[config.mk]
export PLATFORM = sky130hd
export DESIGN_NAME = wash_seq
export DESIGN_NICKNAME = d
export VERILOG_FILES = /design/src/rtl/wash_seq.sv
export SDC_FILE = /design/constraint.sdc
export NUM_CORES = 1
export LEC_CHECK = 0
export BUFFER_PORTS_ARGS = -buffer_cell sky130_fd_sc_hd__buf_2
export CAP_MARGIN = 5
export CELL_PAD_IN_SITES_DETAIL_PLACEMENT = 0
export CELL_PAD_IN_SITES_GLOBAL_PLACEMENT = 1
export CORE_UTILIZATION = 41
export CTS_CLUSTER_DIAMETER = 40
export DETAILED_ROUTE_END_ITERATION = 10
export PLACE_DENSITY_LB_ADDON = 0.1
export RECOVER_POWER = 25
export SLEW_MARGIN = 20
export SYNTH_ARGS = -nofsm -noshare
export SYNTH_HDL_FRONTEND = slang
export SYNTH_SLANG_ARGS = --single-unit
export TNS_END_PERCENT = 20
[constraint.sdc]
create_clock -name clk -period 6.5 [get_ports clk]
set_input_delay 1.3 -clock clk [delete_from_list [all_inputs] [get_ports clk]]
set_output_delay 1.3 -clock clk [all_outputs]
set_load 0.01 [all_outputs]
[src/rtl/wash_seq.sv]
// wash_seq: washing-machine program sequencer.
//
// Flow: IDLE -> SELECT -> FILL -> WASH -> DRAIN -> SPIN -> BILL -> IDLE.
// All phase timing is derived from an internal tick that fires every
// TICK_DIV clk cycles. The tick counter restarts on every state entry.
//
// Optional feature macro: WASH_SEQ_PAUSE_EN
//   defined   : confirm in FILL/WASH/DRAIN/SPIN toggles a pause flag that
//               freezes the tick counter and remain; st_light[7] shows it.
//   undefined : confirm is ignored in the run phases; st_light[7] stays 0.
//
// Ports:
//   clk, rst          clock; synchronous active-high reset
//   start             pulse, IDLE -> SELECT
//   confirm           pulse, accept selection (SELECT) / finish billing (BILL)
//   up, down          pulses, step the program index in SELECT
//   balance           inserted credit, sampled on an accepted confirm
//   wash_time, price  per-program tables, program k at [k*W +: W]
//   fine              overtime fine added every FINE_T ticks in BILL
//   state, mode       current state code and selected program
//   remain            seconds left in WASH/SPIN, 0 elsewhere
//   wt_light          thermometer water-level bar
//   st_light          one-hot state lights (bit 7 = paused)
//   charge, change    amount owed and change due, BILL only
//   reject            1-cycle pulse on insufficient credit
//   buzzer            level, high throughout BILL
// WT_LEVELS must be at least 2.
module wash_seq #(
  parameter int NUM_MODES = 4,
  parameter int TICK_DIV  = 100_000_000,
  parameter int TIME_W    = 8,
  parameter int PRICE_W   = 12,
  parameter int WT_LEVELS = 8,
  parameter int SPIN_T    = 5,
  parameter int FINE_T    = 10,
  localparam int MW = (NUM_MODES > 1) ? $clog2(NUM_MODES) : 1
) (
  input  logic                           clk,
  input  logic                           rst,
  input  logic                           start,
  input  logic                           confirm,
  input  logic                           up,
  input  logic                           down,
  input  logic [PRICE_W-1:0]             balance,
  input  logic [NUM_MODES*TIME_W-1:0]    wash_time,
  input  logic [NUM_MODES*PRICE_W-1:0]   price,
  input  logic [PRICE_W-1:0]             fine,
  output logic [2:0]                     state,
  output logic [MW-1:0]                  mode,
  output logic [TIME_W-1:0]              remain,
  output logic [WT_LEVELS-1:0]           wt_light,
  output logic [7:0]                     st_light,
  output logic [PRICE_W-1:0]             charge,
  output logic [PRICE_W-1:0]             change,
  output logic                           reject,
  output logic                           buzzer
);

  localparam int TCW = (TICK_DIV > 1) ? $clog2(TICK_DIV) : 1;
  localparam int FCW = (FINE_T > 1) ? $clog2(FINE_T) : 1;
  localparam logic [TCW-1:0]    TC_LAST   = TCW'(TICK_DIV - 1);
  localparam logic [FCW-1:0]    FC_LAST   = FCW'(FINE_T - 1);
  localparam logic [MW-1:0]     MODE_LAST = MW'(NUM_MODES - 1);
  localparam logic [TIME_W-1:0] SPIN_LD   = TIME_W'(SPIN_T);

  typedef enum logic [2:0] {
    S_IDLE   = 3'd0,
    S_SELECT = 3'd1,
    S_FILL   = 3'd2,
    S_WASH   = 3'd3,
    S_DRAIN  = 3'd4,
    S_SPIN   = 3'd5,
    S_BILL   = 3'd6
  } state_t;

  state_t               st;
  logic [6:0]           st_lo;
  logic [TCW-1:0]       tcnt;
  logic [FCW-1:0]       fcnt;
  logic [PRICE_W-1:0]   bal_q, price_q;
  logic [TIME_W-1:0]    wtime_q;
  logic                 paused;
  logic                 counting, tick, run_done, fine_due;
  logic [PRICE_W-1:0]   sel_price, charge_nxt;
  logic [TIME_W-1:0]    sel_wtime;
  logic [PRICE_W:0]     charge_sum;

  assign state    = st;
  assign st_light = {paused, st_lo};

  assign sel_price = price[int'(mode)*PRICE_W +: PRICE_W];
  assign sel_wtime = wash_time[int'(mode)*TIME_W +: TIME_W];

  assign counting = (st != S_IDLE) && (st != S_SELECT);
  assign tick     = counting && !paused && (tcnt == TC_LAST);

  // WASH/SPIN finish: either loaded with 0, or the tick that takes remain 1->0.
  assign run_done = (remain == '0) || (tick && remain == TIME_W'(1));

  // Overtime fine, saturating at all ones.
  assign fine_due   = tick && (fcnt == FC_LAST);
  assign charge_sum = {1'b0, charge} + {1'b0, fine};
  assign charge_nxt = !fine_due ? charge :
                      charge_sum[PRICE_W] ? '1 : charge_sum[PRICE_W-1:0];

  function automatic logic [PRICE_W-1:0] sub_clamp(input logic [PRICE_W-1:0] a,
                                                   input logic [PRICE_W-1:0] b);
    return (a >= b) ? a - b : '0;
  endfunction

`ifdef WASH_SEQ_PAUSE_EN
  logic in_run;
  assign in_run = (st == S_FILL) || (st == S_WASH) || (st == S_DRAIN) || (st == S_SPIN);

  always_ff @(posedge clk) begin
    if (rst)                        paused <= 1'b0;
    else if (st == S_SPIN && run_done) paused <= 1'b0;  // entering BILL
    else if (in_run && confirm)     paused <= ~paused;
  end
`else
  assign paused = 1'b0;
`endif

  always_ff @(posedge clk) begin
    if (rst) begin
      st       <= S_IDLE;
      st_lo    <= 7'd1;
      mode     <= '0;
      remain   <= '0;
      wt_light <= '0;
      charge   <= '0;
      change   <= '0;
      reject   <= 1'b0;
      buzzer   <= 1'b0;
      tcnt     <= '0;
      fcnt     <= '0;
      bal_q    <= '0;
      price_q  <= '0;
      wtime_q  <= '0;
    end else begin
      reject <= 1'b0;
      // Free-running tick counter; every transition below overrides it to 0.
      if (tick)                     tcnt <= '0;
      else if (counting && !paused) tcnt <= tcnt + 1'b1;

      case (st)
        S_IDLE: begin
          if (start) begin
            st    <= S_SELECT;
            st_lo <= 7'd2;
            mode  <= '0;
          end
        end

        S_SELECT: begin
          if (confirm) begin
            if (balance >= sel_price) begin
              st      <= S_FILL;
              st_lo   <= 7'd4;
              bal_q   <= balance;
              price_q <= sel_price;
              wtime_q <= sel_wtime;
              tcnt    <= '0;
            end else begin
              reject <= 1'b1;
            end
          end else if (up && !down) begin
            mode <= (mode == MODE_LAST) ? '0 : mode + 1'b1;
          end else if (down && !up) begin
            mode <= (mode == '0) ? MODE_LAST : mode - 1'b1;
          end
        end

        S_FILL: begin
          if (tick) begin
            wt_light <= {wt_light[WT_LEVELS-2:0], 1'b1};
            if (wt_light[WT_LEVELS-2:0] == '1) begin
              st     <= S_WASH;
              st_lo  <= 7'd8;
              remain <= wtime_q;
              tcnt   <= '0;
            end
          end
        end

        S_WASH: begin
          if (run_done) begin
            st     <= S_DRAIN;
            st_lo  <= 7'd16;
            remain <= '0;
            tcnt   <= '0;
          end else if (tick) begin
            remain <= remain - 1'b1;
          end
        end

        S_DRAIN: begin
          if (tick) begin
            wt_light <= {1'b0, wt_light[WT_LEVELS-1:1]};
            if (wt_light[WT_LEVELS-1:1] == '0) begin
              st     <= S_SPIN;
              st_lo  <= 7'd32;
              remain <= SPIN_LD;
              tcnt   <= '0;
            end
          end
        end

        S_SPIN: begin
          if (run_done) begin
            st     <= S_BILL;
            st_lo  <= 7'd64;
            remain <= '0;
            charge <= price_q;
            change <= sub_clamp(bal_q, price_q);
            buzzer <= 1'b1;
            fcnt   <= '0;
            tcnt   <= '0;
          end else if (tick) begin
            remain <= remain - 1'b1;
          end
        end

        S_BILL: begin
          // confirm takes priority over a fine landing in the same cycle
          if (confirm) begin
            st     <= S_IDLE;
            st_lo  <= 7'd1;
            mode   <= '0;
            charge <= '0;
            change <= '0;
            buzzer <= 1'b0;
            fcnt   <= '0;
            tcnt   <= '0;
          end else if (tick) begin
            fcnt   <= fine_due ? '0 : fcnt + 1'b1;
            charge <= charge_nxt;
            change <= sub_clamp(bal_q, charge_nxt);
          end
        end

        default: begin
          st    <= S_IDLE;
          st_lo <= 7'd1;
        end
      endcase
    end
  end

endmodule

Word-level counts from Yosys, hierarchy flattened
Index checks and enable logic that the tools add are counted.
Storage, ports and cells
  input port bits: 110
  register bits: 117
Operators by class
  add/subtract/negate cells: 8
  bitwise logic cells: 2
  magnitude comparators: 3
  muxes and demuxes: 72
  $mul: 1
  reduce and logical (&&, ||, !) cells: 27
  equality and inequality tests: 26
  shift operators: 2
Operators by type and width (number)
  27-bit two-way mux: 10
  27-bit case mux with 5 select lines: 1
  12-bit two-way mux: 10
  7-bit two-way mux: 10
  8-bit two-way mux: 8
  7-bit case mux with 7 select lines: 1
  12-bit case mux with 2 select lines: 2
  48-bit by 7-bit variable part select with 12-bit output: 1
  12-bit greater-or-equal comparator: 3
  32-bit by 6-bit variable part select with 8-bit output: 1
  3-bit two-way mux: 10
  27-bit by 1-bit adder with 27-bit output, second input constant: 1
  27-bit == test, second input constant: 1
  8-bit case mux with 3 select lines: 1
  12-bit subtractor: 2
  2-bit != test, second input constant: 11
  3-bit case mux with 7 select lines: 1
  4-bit two-way mux: 4
  8-bit case mux with 2 select lines: 1
  2-bit two-way mux: 7
  12-bit by 12-bit adder with 13-bit output: 1
  3-bit AND reduction: 4
  10-bit AND reduction: 1
  3-bit == test, second input constant: 3
  31 further kinds: 46

Depth between registers and ports, before layout
  depth in word-level cells: 10
  gate-level depth with buffers: 18
  depth with buffers taken out: 17

Worst setup path after synthesis
OpenSTA, ideal clock, no wires.
  path kind: in2reg
  start: input fine[0]
  end: register change[2]
  stages on the path: 18
  path buffers: 1
  arrival time: 5.343 ns
  library setup time: 0.065 ns
  slack: 1.092 ns
  path through: ha_1 > fa_1 > a211o_1 > a211oi_1 > nor3_1 > or3_1 > a21o_1 > o31a_1 > ha_1 > fa_1 > nand2b_1 > a21oi_1 > o21a_1 > o221ai_1 > clkbuf_1 > o221ai_1 > o21ai_0 > nor2_1
On the way
  word-level cells in the longest chain between the ends: 8
Ends and longest elaborated chain
  from (decl): RTL line 47  | input logic [PRICE_W-1:0] fine,
  12-bit by 12-bit adder with 13-bit output *: RTL line 102  | assign charge_sum = {1'b0, charge} + {1'b0, fine};
  12-bit two-way mux *: RTL line 104  | charge_sum[PRICE_W] ? '1 : charge_sum[PRICE_W-1:0];
  12-bit two-way mux *: RTL line 103  | assign charge_nxt = !fine_due ? charge :
  12-bit subtractor / 12-bit greater-or-equal comparator (equally long branches): RTL line 108  | return (a >= b) ? a - b : '0;
  12-bit two-way mux *: RTL line 108
  12-bit two-way mux *: RTL line 235  | end else if (tick) begin
  12-bit two-way mux *: RTL line 226  | if (confirm) begin
  12-bit case mux with 2 select lines *: RTL line 146  | case (st)
  to (signal assigned): RTL line 215  | change <= sub_clamp(bal_q, price_q);
  to (signal assigned): RTL line 238  | change <= sub_clamp(bal_q, charge_nxt);
  to (decl): RTL line 54  | output logic [PRICE_W-1:0] change,
Mark *: on every way between the ends. The rest lies on a longest branch, timed or not. The select of a mux whose other input is x is not followed.
A chain may end at the register's enable or synchronous reset.

Worst setup path in the final report
  start: input fine[0]
  end: register change[10]
Same word-level chain as after synthesis.

==> impl_metrics.env <==
export IMPL_status="finished, violations left"
export IMPL_violations="max-capacitance violations, max-slew violations"
export IMPL_intPower_mw=1.57
export IMPL_syn_inst=984
export IMPL_gp_congestion=0.854
export IMPL_crit_family="compound AO/OA/AOI/OAI gates"
export IMPL_clk_latency_ps=420
export IMPL_cp_required_ps=6840
export IMPL_ctsHtreeMaxLevel=4
export IMPL_clock_path_buffers=2
export IMPL_worst_pin_slew_ps=2600
export IMPL_io_pins=165
export IMPL_synth_top_cell_area_share_pct=29.5
export IMPL_hold_viol_final=0
export IMPL_setup_viol=0
export IMPL_placed_area_sq_um=8930
export IMPL_drtIter0Drc=433
export IMPL_synthMuxAreaShare_pct=6.96
export IMPL_cts_resized=0
export IMPL_die_y_um=141
export IMPL_leakage_nw=3.72
export IMPL_start_kind="input pin"
export IMPL_synth_cell_types=77
export IMPL_port_buffer_count=163
export IMPL_combPwrFrac_pct=21.3
export IMPL_grt_pass1_vias=7012
export IMPL_slowest_delay_ps=430
export IMPL_drc=0
export IMPL_finalNonFillerCells=1399
export IMPL_switching_share_pct=29.1
export IMPL_worstPathArrival_ps=5790
export IMPL_via_per_inst=5.43
export IMPL_p_switching_uw=645
export IMPL_numCtsBuffers=17
export IMPL_antenna_left=0
export IMPL_crit_buf_inv=2
export IMPL_ys_async_sr_fraction_pct=0
export IMPL_synth_top_area_cell="dfxtp_1"
export IMPL_p_per_area_nw_per_um2=234
export IMPL_grt_usage_pct=23.5
export IMPL_drtPass1Iterations=6
export IMPL_rows=50
export IMPL_p_clk_share_pct=44.3
export IMPL_cts_sinks=117
export IMPL_fin_area_sq_um=9480
export IMPL_cp_end_kind="flip-flop"
export IMPL_syn_to_final_growth_pct=19.5
export IMPL_fin_crit_sh_pct=83.8
export IMPL_synthTopCellsByArea="dfxtp_1 (30%), ha_1 (8.8%), a21oi_1 (6.2%), mux4_2 (5.7%), nand2_1 (5.4%)"
export IMPL_netlist_top_cells_count="dfxtp_1 (117), nand2_1 (115), nor2_1 (110)"
export IMPL_crit_type="input pin to flip-flop"
export IMPL_max_clock_freq_mhz=184
export IMPL_ys_ff_latch=117
export IMPL_start_util_pct=42.1
export IMPL_root_buffer="clkbuf_16"
export IMPL_cts_hold_buf=0
export IMPL_ys_seq_area_share_pct=29.5
export IMPL_final_util_pct=50.4
export IMPL_crit_chain="buf_2, ha_1, fa_1, a211o_1, a211oi_1, nor3_1, or3_1, a21o_1, o31a_1, ha_1, fa_1, nand2b_1, a21oi_1, buf_4, a21boi_0, or3_1, a31oi_1, a31oi_1, a21oi_1"
export IMPL_synth_xor_area_share_pct=5.63
export IMPL_synth_edf_count=0
export IMPL_synth_top_family_by_area="compound AO/OA/AOI/OAI gates"
export IMPL_yosys_warnings=0
export IMPL_dp_cells=1367
export IMPL_syn_avg_cell_area_sq_um=8.06
export IMPL_maxCapViolCount=1
export IMPL_yosys_area_share_adder_pct=9.59
export IMPL_finalNetCount=1295
export IMPL_fin_worst_skew_ps=9.99
export IMPL_drive_gt1_share_pct=17.6
export IMPL_ys_flop_type="dfxtp_1"
export IMPL_fin_setup_tns_ps=0
export IMPL_syn_nets=1153
export IMPL_cts_setup_buffers=0
export IMPL_dieArea_sq_um=19900
export IMPL_synth_compound_area_share_pct=21.8
export IMPL_seqPwrFrac_pct=34.4
export IMPL_clk_pin_slew_worst_paths_ps=50
export IMPL_grt_max_degree=57
export IMPL_rsz0062_at_grt="false"
export IMPL_fin_crit_ps=5440
export IMPL_fillers=1898
export IMPL_slew_viol_final=57
export IMPL_wl_per_cell_um=16.2
export IMPL_r2r_setup_slack_ps=1720
export IMPL_grt_pass1_wl_um=36600
export IMPL_synth_simple_area_share_pct=21.6
export IMPL_die_w_um=141
export IMPL_grt_overflow=0
export IMPL_power_mw=2.22
export IMPL_ir_drop_v=0.000143
export IMPL_cts_tree="yes"
export IMPL_num_vias=7592
export IMPL_syn_cell_area_sq_um=7930
export IMPL_yosys_cell_count_top_type="dfxtp_1"
export IMPL_antennaDiodeCount=0
export IMPL_core_sq_um=18800
export IMPL_path_max_fanout=9
export IMPL_drt_total_wl_um=22600
export IMPL_slew_headroom_pct=-73.6
export IMPL_holdCritPathClass="flip-flop to flip-flop"
export IMPL_antenna_found_initial=0
export IMPL_cp_slowest_cell="fa_1"
export IMPL_hpwl_um=17100
metal layers:
metal  global-route usage [%]  up-vias  share of wire [%]
met1                     33.1     3479                 50
met3                     3.50       21                4.9
li1                         -     3864                  -
met2                     37.1      228                 44
met5                        0        -                  0
met4                     6.35        0                1.0
cell type report:
class / count / area (sq um) / share of cell area [%]
clock inverters: 12 / 153 / 1.61
repair buffers: 173 / 837 / 8.83
flip-flops and latches: 117 / 2340 / 24.7
well taps: 260 / 325 / 3.43
inverters: 45 / 169 / 1.78
multi-input cells: 772 / 5200 / 54.8
clock buffers: 20 / 457 / 4.82
cell usage in the layout (no fill, tap or decap), drive strengths merged, types with 5 or more instances in the layout:
cell / count
nand3: 28
a31oi: 9
nor2b: 5
o21a: 11
xnor2: 21
o21ai: 53
o221ai: 9
nand4: 11
o31a: 5
clkbuf: 61
nand4b: 5
o31ai: 11
mux2i: 9
a211oi: 12
nand2: 117
or3: 8
ha: 56
nor4: 9
inv: 46
a21oi: 100
xor2: 30
mux4: 20
a21o: 10
o22ai: 5
and3: 7
dfxtp: 117
buf: 132
nor3: 16
nor2: 110
nand2b: 19
kinds of logic (layout without fill, tap and decap cells):
group                    after synthesis  after routing
AO/OA/AOI/OAI                        270            270
XOR/XNOR                              51             51
adder cells (fa/ha/maj)               59             59
buffers and inverters                 95            250
flip-flops                           117            117
multiplexers                          30             30
other                                  1              1
AND/OR/NAND/NOR                      361            361
final timing paths:
kind              cells after the start         end  startpoint
setup / recovery                     19  change[10]     fine[0]
hold reg to reg                       2  price_q[8]  price_q[8]
setup reg to reg                     18  change[10]   charge[0]
hold / removal                        2  price_q[8]  price_q[8]
power groups by stage:
| stage | Sequential, mW | Clock, mW | Combinational (mW) |
|---|---|---|---|
| after floorplan | 0.770 | 0 | 0.350 |
| after global placement | 0.779 | 0 | 0.472 |
| after detailed placement | 0.779 | 0 | 0.472 |
| after CTS | 0.764 | 0.998 | 0.475 |
| after global routing | 0.767 | 1.03 | 0.530 |
| final | 0.764 | 0.982 | 0.472 |
tightest hold or removal path, cell delays in order (launching register included):
cell and delay [ps]:
dfxtp_1 300, nand2_1 50, a21oi_1 50
flip-flops by register name, summed over array words and instances (netlist names):
name / count
buzzer: 1
bal_q: 12
state: 3
reject: 1
mode: 2
wt_light: 8
fcnt: 4
change: 12
charge: 12
wtime_q: 8
st_lo: 7
remain: 8
tcnt: 27
price_q: 12
stage by stage:
| step | hold slack, ps | setup slack, ps |
|---|---|---|
| finish | 452 | 1060 |
| global route | 472 | 681 |
| CTS | 455 | 1060 |
| detailed placement | 446 | 641 |
| global placement | 444 | 723 |
| floorplan | 434 | 1090 |
No activity file was read; power rests on OpenSTA's default activity.
